**src/rtl/loteria_sorteio.sv**
```systemverilog
// Five-digit lottery draw: a Galois LFSR is rejection-sampled to 0-9 and each
// digit is handed to a ready/insert receiver and latched onto a 7-segment display.
module loteria_sorteio #(
    parameter logic [15:0] SEED = 16'hACE1,
    parameter int unsigned GAP  = 2
) (
    input  logic        clk_i,
    input  logic        rst_ni,
    input  logic        start_i,
    input  logic        ready_i,
    input  logic        seed_load_i,
    input  logic [15:0] seed_i,
    output logic [3:0]  num_o,
    output logic        insert_o,
    output logic        finish_o,
    output logic        busy_o,
    output logic [3:0]  ledr_o,
    output logic [6:0]  hex0_o,
    output logic [6:0]  hex1_o,
    output logic [6:0]  hex2_o,
    output logic [6:0]  hex3_o,
    output logic [6:0]  hex4_o
);

    typedef enum logic [3:0] {
        StIdle = 4'd0,
        StDraw = 4'd1,
        StSend = 4'd2,
        StWait = 4'd3,
        StFin  = 4'd4
    } state_e;

    localparam logic [3:0] GapLast = 4'(GAP - 1);
    localparam logic [6:0] SegBlank = 7'b1111111;

    state_e      state_q;
    logic [15:0] lfsr_q;
    logic [15:0] lfsr_next;
    logic [2:0]  idx_q;
    logic [3:0]  num_q;
    logic [3:0]  gap_q;
    logic [6:0]  hex_q [5];

    function automatic logic [6:0] seg7(input logic [3:0] d);
        case (d)
            4'd0:    seg7 = 7'b1000000;
            4'd1:    seg7 = 7'b1111001;
            4'd2:    seg7 = 7'b0100100;
            4'd3:    seg7 = 7'b0110000;
            4'd4:    seg7 = 7'b0011001;
            4'd5:    seg7 = 7'b0010010;
            4'd6:    seg7 = 7'b0000010;
            4'd7:    seg7 = 7'b1111000;
            4'd8:    seg7 = 7'b0000000;
            4'd9:    seg7 = 7'b0010000;
            default: seg7 = SegBlank;
        endcase
    endfunction

    assign lfsr_next = {1'b0, lfsr_q[15:1]} ^ (lfsr_q[0] ? 16'hB400 : 16'h0000);

    always_ff @(posedge clk_i or negedge rst_ni) begin
        if (!rst_ni) begin
            state_q <= StIdle;
            lfsr_q  <= SEED;
            idx_q   <= 3'd0;
            num_q   <= 4'd0;
            gap_q   <= 4'd0;
            for (int i = 0; i < 5; i++) hex_q[i] <= SegBlank;
        end else begin
            unique case (state_q)
                StIdle: begin
                    if (seed_load_i) lfsr_q <= (seed_i == 16'h0000) ? SEED : seed_i;
                    if (start_i) begin
                        idx_q   <= 3'd0;
                        state_q <= StDraw;
                        for (int i = 0; i < 5; i++) hex_q[i] <= SegBlank;
                    end
                end
                StDraw: begin
                    // Advance on every draw cycle; out-of-range samples are simply retried.
                    lfsr_q <= lfsr_next;
                    if (lfsr_q[3:0] <= 4'd9) begin
                        num_q   <= lfsr_q[3:0];
                        state_q <= StSend;
                    end
                end
                StSend: begin
                    if (ready_i) begin
                        hex_q[idx_q] <= seg7(num_q);
                        gap_q        <= 4'd0;
                        if (idx_q == 3'd4) begin
                            state_q <= StFin;
                        end else begin
                            idx_q   <= idx_q + 3'd1;
                            state_q <= (GAP == 0) ? StDraw : StWait;
                        end
                    end
                end
                StWait: begin
                    if (gap_q == GapLast) state_q <= StDraw;
                    else gap_q <= gap_q + 4'd1;
                end
                StFin:   state_q <= StIdle;
                default: state_q <= StIdle;
            endcase
        end
    end

    // insert is qualified by ready in the same cycle, so it cannot be a flop.
    assign insert_o = (state_q == StSend) && ready_i;
    assign finish_o = (state_q == StFin);
    assign busy_o   = (state_q != StIdle);
    assign ledr_o   = state_q;
    assign num_o    = num_q;
    assign hex4_o   = hex_q[0];
    assign hex3_o   = hex_q[1];
    assign hex2_o   = hex_q[2];
    assign hex1_o   = hex_q[3];
    assign hex0_o   = hex_q[4];

endmodule

```
**config.mk**
```make
export PLATFORM = sky130hd
export DESIGN_NAME = loteria_sorteio
export DESIGN_NICKNAME = d
export VERILOG_FILES = /design/src/rtl/loteria_sorteio.sv
export SDC_FILE = /design/constraint.sdc
export NUM_CORES = 1
export LEC_CHECK = 0
export CORE_MARGIN = 5
export CORE_UTILIZATION = 45
export CTS_CLUSTER_DIAMETER = 80
export DETAILED_ROUTE_END_ITERATION = 16
export PLACE_DENSITY = 0.72
export SKIP_CTS_REPAIR_TIMING = 1
export SLEW_MARGIN = 20
export SYNTH_ARGS = -nofsm -noshare
export SYNTH_HDL_FRONTEND = slang
export SYNTH_SLANG_ARGS = --single-unit
export TNS_END_PERCENT = 1
```
**constraint.sdc**
```tcl
create_clock -name clk_i -period 2.2 [get_ports clk_i]
set_input_delay 0.44 -clock clk_i [delete_from_list [all_inputs] [get_ports clk_i]]
set_output_delay 0.44 -clock clk_i [all_outputs]
set_load 0.01 [all_outputs]
```
# Yosys cells after proc, flatten, opt, wreduce, memory -nomap -nowiden
# Memories as Yosys holds them, arrays and structs flattened.
# Cells that the tools add are included.
# W data, S select, Z words.
# totals
ff_bits	66
n_memories	1
wordCells	70
output_inout_bits	46
romBits	112
in_bits	21
# memory_table
name	words	word_bits	read_ports	rd_ports_with_merged_regs	wr	line_no	source
(name not given)	16	7	1	0	0	45	case (d)
# classes
mux	25
n_eq_ne	13
addsub	2
n_reduce_logical	14
bitwise_logic	2
n_lt_le_gt_ge	3
# ops
operator	count
$mux W35	2
$pmux W35 S2	1
$mux W16	3
$bwmux W35	1
$pmux W16 S2	1
$mux W4	6
$demux W7 S3	1
$mux W7	3
$logic_not A16 Y1	1
$pmux W4 S4	1
$xor A15 B16 Y16	1
$ne A2 B2 Y1 const B	7
$mux W3	4
$eq A4 B1 Y1 const B	2
$eq A4 B2 Y1 const B	2
$pmux W4 S2	1
$reduce_and A4 Y1	2
$pmux W3 S2	1
$reduce_and A3 Y1	2
$reduce_bool A2 Y1	3
$add A4 B1 Y4 const B	1
$eq A4 B3 Y1 const B	1
$ge A4 B4 Y1 const B	1
$le A4 B4 Y1 const B	1
8 further kinds	10

# Depth between registers and ports, before layout
# Gate-level depths: netlist (run 1).
# depth
word_depth	8
ltp_mapped	6
depth_no_buf	6

# Worst setup path after synthesis (run 1)
# No wires, ideal clock.
# synth_path
path_kind	reg2out
start	reg state_q[1] (netlist: ledr_o[1])
end	out insert_o
t_required_ps	1760
slack_ps	388
stages_incl_launch_ff	6
t_arrival_ps	1372
n_path_buf	3
path_cell_list	dfrtp_1 buf_2 buf_2 nand3_1 clkbuf_1 inv_1
# synth_between
elab_chain_len	2
# synth_lines
element	line_no	source
start, declared	36	state_e state_q;
start signal, assigned	64	state_q <= StIdle;
start signal, assigned	76	state_q <= StDraw;
start signal, assigned	85	state_q <= StSend;
$eq A4 B2 Y1	111	assign insert_o = (state_q == StSend) && ready_i;
$logic_and A1 B1 Y1	111	
end, declared	14	output logic insert_o,
# Every way passes these cells.

# Final worst setup path (run 1)
# layout_path
start	reg state_q[1] (netlist: ledr_o[1])
end	out busy_o
# layout_between
elab_chain_len	1
# layout_lines
element	line_no	source
$reduce_bool A4 Y1	113	assign busy_o = (state_q != StIdle);
end, declared	16	output logic busy_o,
# Every way passes these cells.

==> results.yml, run 1 <==
run_status:
  outcome: "completed"
die:
  die_area_sq_um: 8980
  dieHeight_um: 94.8
  rows: 31
  die_x_um: 94.8
  start_util_pct: 45.3
  core_sq_um: 7140
  num_io_pins: 67
global_routing:
  antenna_found_initial: 0
  grt_max_degree: 66
  gr-total-overflow: 0
  grt_pass1_wl_um: 12300
  grt_pass1_vias: 2617
  grt_use_total_pct: 17.6
timing:
  setup_viol: 0
  hold_slack_ns: 0.108
  hold_viol: 0
  fmax_mhz: 474
  setup_tns_ns: 0
  skew_ns: 0.00785
  grt_setup_unrepaired: "false"
  drv_slew: 0
  timing.final.crit_share_pct: 96.0
  fin_crit_ns: 2.11
critical_path:
  slowest_delay_ns: 0.48
  cp-startpoint: "ledr_o[1]$_DFFE_PN0P_"
  cp_cell_sequence: "or3_1, clkdlybuf4s50_1"
  criticalPathCategory: "register to output pin"
  worstPathArrival_ns: 1.67
  crit_path_top_delay_cell: "dfrtp_1"
  worstSetupEndpointType: "output pin"
  cp_max_fo: 10
  required_ns: 1.76
  startpoint_type: "register"
  r2r_start: "ledr_o[1]$_DFFE_PN0P_"
synth:
  synth_edf_count: 0
  yosys_warnings: 0
  synth.distinct_cells: 44
  syn_inst: 322
  netlist_area_sq_um: 3230
  ys.flop_type: "dfstp_2"
  synth-seq-area-share_pct: 52.0
  synth_seq_cells: 65
  syn_area_per_cell_sq_um: 10.0
  synth_fp_nets: 353
  async_flop_share_pct: 100
power:
  power_mw: 6.42
  pwr-share-seq_pct: 37.5
  power_frac_clock_pct: 13.7
  p_leak_nw: 1.74
  combPwrFrac_pct: 48.8
  ir_drop_mv: 0.557
  switching_share_pct: 39.5
  p_sw_mw: 2.54
  internal_power_mw: 3.88
  p_per_area_nw_per_um2: 1510
route:
  wl_per_cell_um: 14.3
  vias_per_cell: 5.30
  final_antenna_net_count: 0
  num_vias: 2666
  drt_iter0_drc: 119
  dr.pass1.iters: 4
  drc: 0
  routed_wl_um: 7190
clock_network:
  cts_tree: "done"
  cts_buffer_depth: 2
  cts_sinks: 65
  path_clk_slew_ns: 0.07
  root_buffer: "clkbuf_8"
  cts_max_level: 3
  cts_buffers: 9
  clk_latency_ns: 0.34
placed_design:
  place_hpwl_um: 5280
  gp_congestion: 0.781
  placed_cells: 487
  portBuffers: 65
layout:
  nets: 430
  utilization_pct: 59.6
  fillers: 628
  antenna-diode-count: 0
  area_delta_synth_final_pct: 31.5
  layout-drive-gt1-share_pct: 23.8
  final_cells: 503
job:
  cap_violations: 0
worst_hold_path:
  worstHoldPathType: "input port to asynchronous set/reset pin"
## state kept, by name, summed over array words and instances, names as in the netlist
signal	cells
lfsr_q	16
hex4_o	7
ledr_o	3
hex2_o	7
idx_q	3
hex3_o	7
hex0_o	7
num_o	4
gap_q	4
hex1_o	7
## cell usage in the layout, fill, tap and decap left out, types with 2 or more instances in the layout
cell,n
xor2_1,3
nor4_1,4
clkdlybuf4s50_1,63
o22ai_1,9
nand2_1,26
buf_4,18
or3b_4,3
a21oi_1,48
a31oi_1,2
dfstp_2,43
clkinv_2,3
nand4_1,3
o221ai_1,2
nand2b_1,3
inv_1,15
ha_1,10
or3_1,2
nand3b_1,2
dfrtp_2,2
nor3_1,3
dfrtp_1,20
nor3b_1,3
o32a_1,4
o22a_1,2
nand3_1,2
nor2b_1,2
nor2_1,52
clkinvlp_4,2
o21ai_0,8
clkbuf_8,9
clkinv_4,2
a2111oi_4,5
mux2i_1,4
a22oi_1,7
## synth_stat cells (3+ instances only)
cell | number | area share [%]
mux2i_1 | 4 | 1.2
nand2b_1 | 3 | 0.58
dfstp_2 | 43 | 35
a22oi_1 | 7 | 1.6
a2111oi_4 | 5 | 4.3
nand4_1 | 3 | 0.58
nor3b_1 | 3 | 0.70
nor2_1 | 53 | 6.2
nor4_1 | 4 | 0.77
o21ai_0 | 8 | 1.2
nor3_1 | 3 | 0.46
o22ai_1 | 9 | 1.7
clkbuf_1 | 9 | 1.0
or3b_4 | 3 | 1.0
xor2_1 | 3 | 0.81
nand2_1 | 26 | 3.0
o32a_1 | 4 | 1.2
buf_2 | 7 | 1.1
inv_1 | 15 | 1.7
dfrtp_1 | 22 | 17
ha_1 | 10 | 3.9
a21oi_1 | 48 | 7.4
## layer usage
layer / GRT usage, % / vias to the layer above / share of wire (%)
met5: 0 / - / 0
met3: 4.30 / 13 / 5.6
met1: 23.6 / 1280 / 46
met2: 26.6 / 80 / 46
met4: 8.77 / 0 / 2.1
li1: - / 1293 / -
## power by group through the flow
stage | Combinational, mW | Sequential [mW] | Clock [mW]
detailed placement | 3.15 | 2.43 | 0
CTS | 3.16 | 2.41 | 0.906
finish | 3.13 | 2.41 | 0.880
global route | 3.47 | 2.50 | 0.966
global placement | 3.07 | 2.41 | 0
floorplan | 1.86 | 2.40 | 0
## worst paths after layout
check / endpoint / slack [ns] / cells past startpoint
max in group asynchronous: lfsr_q[13]$_DFFE_PN1P_ / 1.76 / 2
worst min-delay path: idx_q[2]$_DFFE_PN0P_ / 0.11 / 2
min in group clk_i: lfsr_q[4]$_DFFE_PN0P_ / 0.49 / 2
worst min register to register: lfsr_q[4]$_DFFE_PN0P_ / 0.49 / 2
worst max-delay path: busy_o / 0.09 / 2
worst max register to register: hex0_o[5]$_DFFE_PN1P_ / 0.35 / 6
## cell type report
class                      instances  area [sq um]  share of cell area (%)
multi-input combinational        224          1420                    33.3
sequential                        65          1680                    39.6
clock buffer                       9           124                    2.91
clock inverter                     7          47.5                    1.12
tap                               99           124                    2.91
inverter                          15          56.3                    1.32
timing repair buffer              84           803                    18.9
## logic make-up after synthesis
logic type,after synthesis,share of synthesized area [%]
AO/OA/AOI/OAI,92,20.3
XOR/XNOR,4,1.08
adder cells (fa/ha/maj),10,3.87
buffers and inverters,33,4.33
flip-flops,65,52.0
multiplexers,5,1.93
other,1,0.116
AND/OR/NAND/NOR,112,16.4
## metrics by stage
| step | cell area, sq um | worst slack (ns) |
|---|---|---|
| 6_report | 4250 | 0.0890 |
| 5_1_grt | 4250 | 0.0173 |
| 4_1_cts | 4250 | 0.00746 |
| 3_5_place_dp | 4080 | 0.0802 |
| 3_3_place_gp | 4080 | 0.0914 |
| 2_1_floorplan | 3230 | 0.388 |
## worst max-delay path, delay by kind of cell (launching register included)
kind	cells	cell delay (ns)
flip-flops	1	0.48
AND/OR/NAND/NOR	1	0.37
buffers and inverters	1	0.48
(Power assumes the default switching activity.)
==> run 2, diff against run 1 <==
SLEW_MARGIN = not set   (was 20)
==> results of run 2 <==
The final DEF is identical to that of run 1; final timing and power are the same.
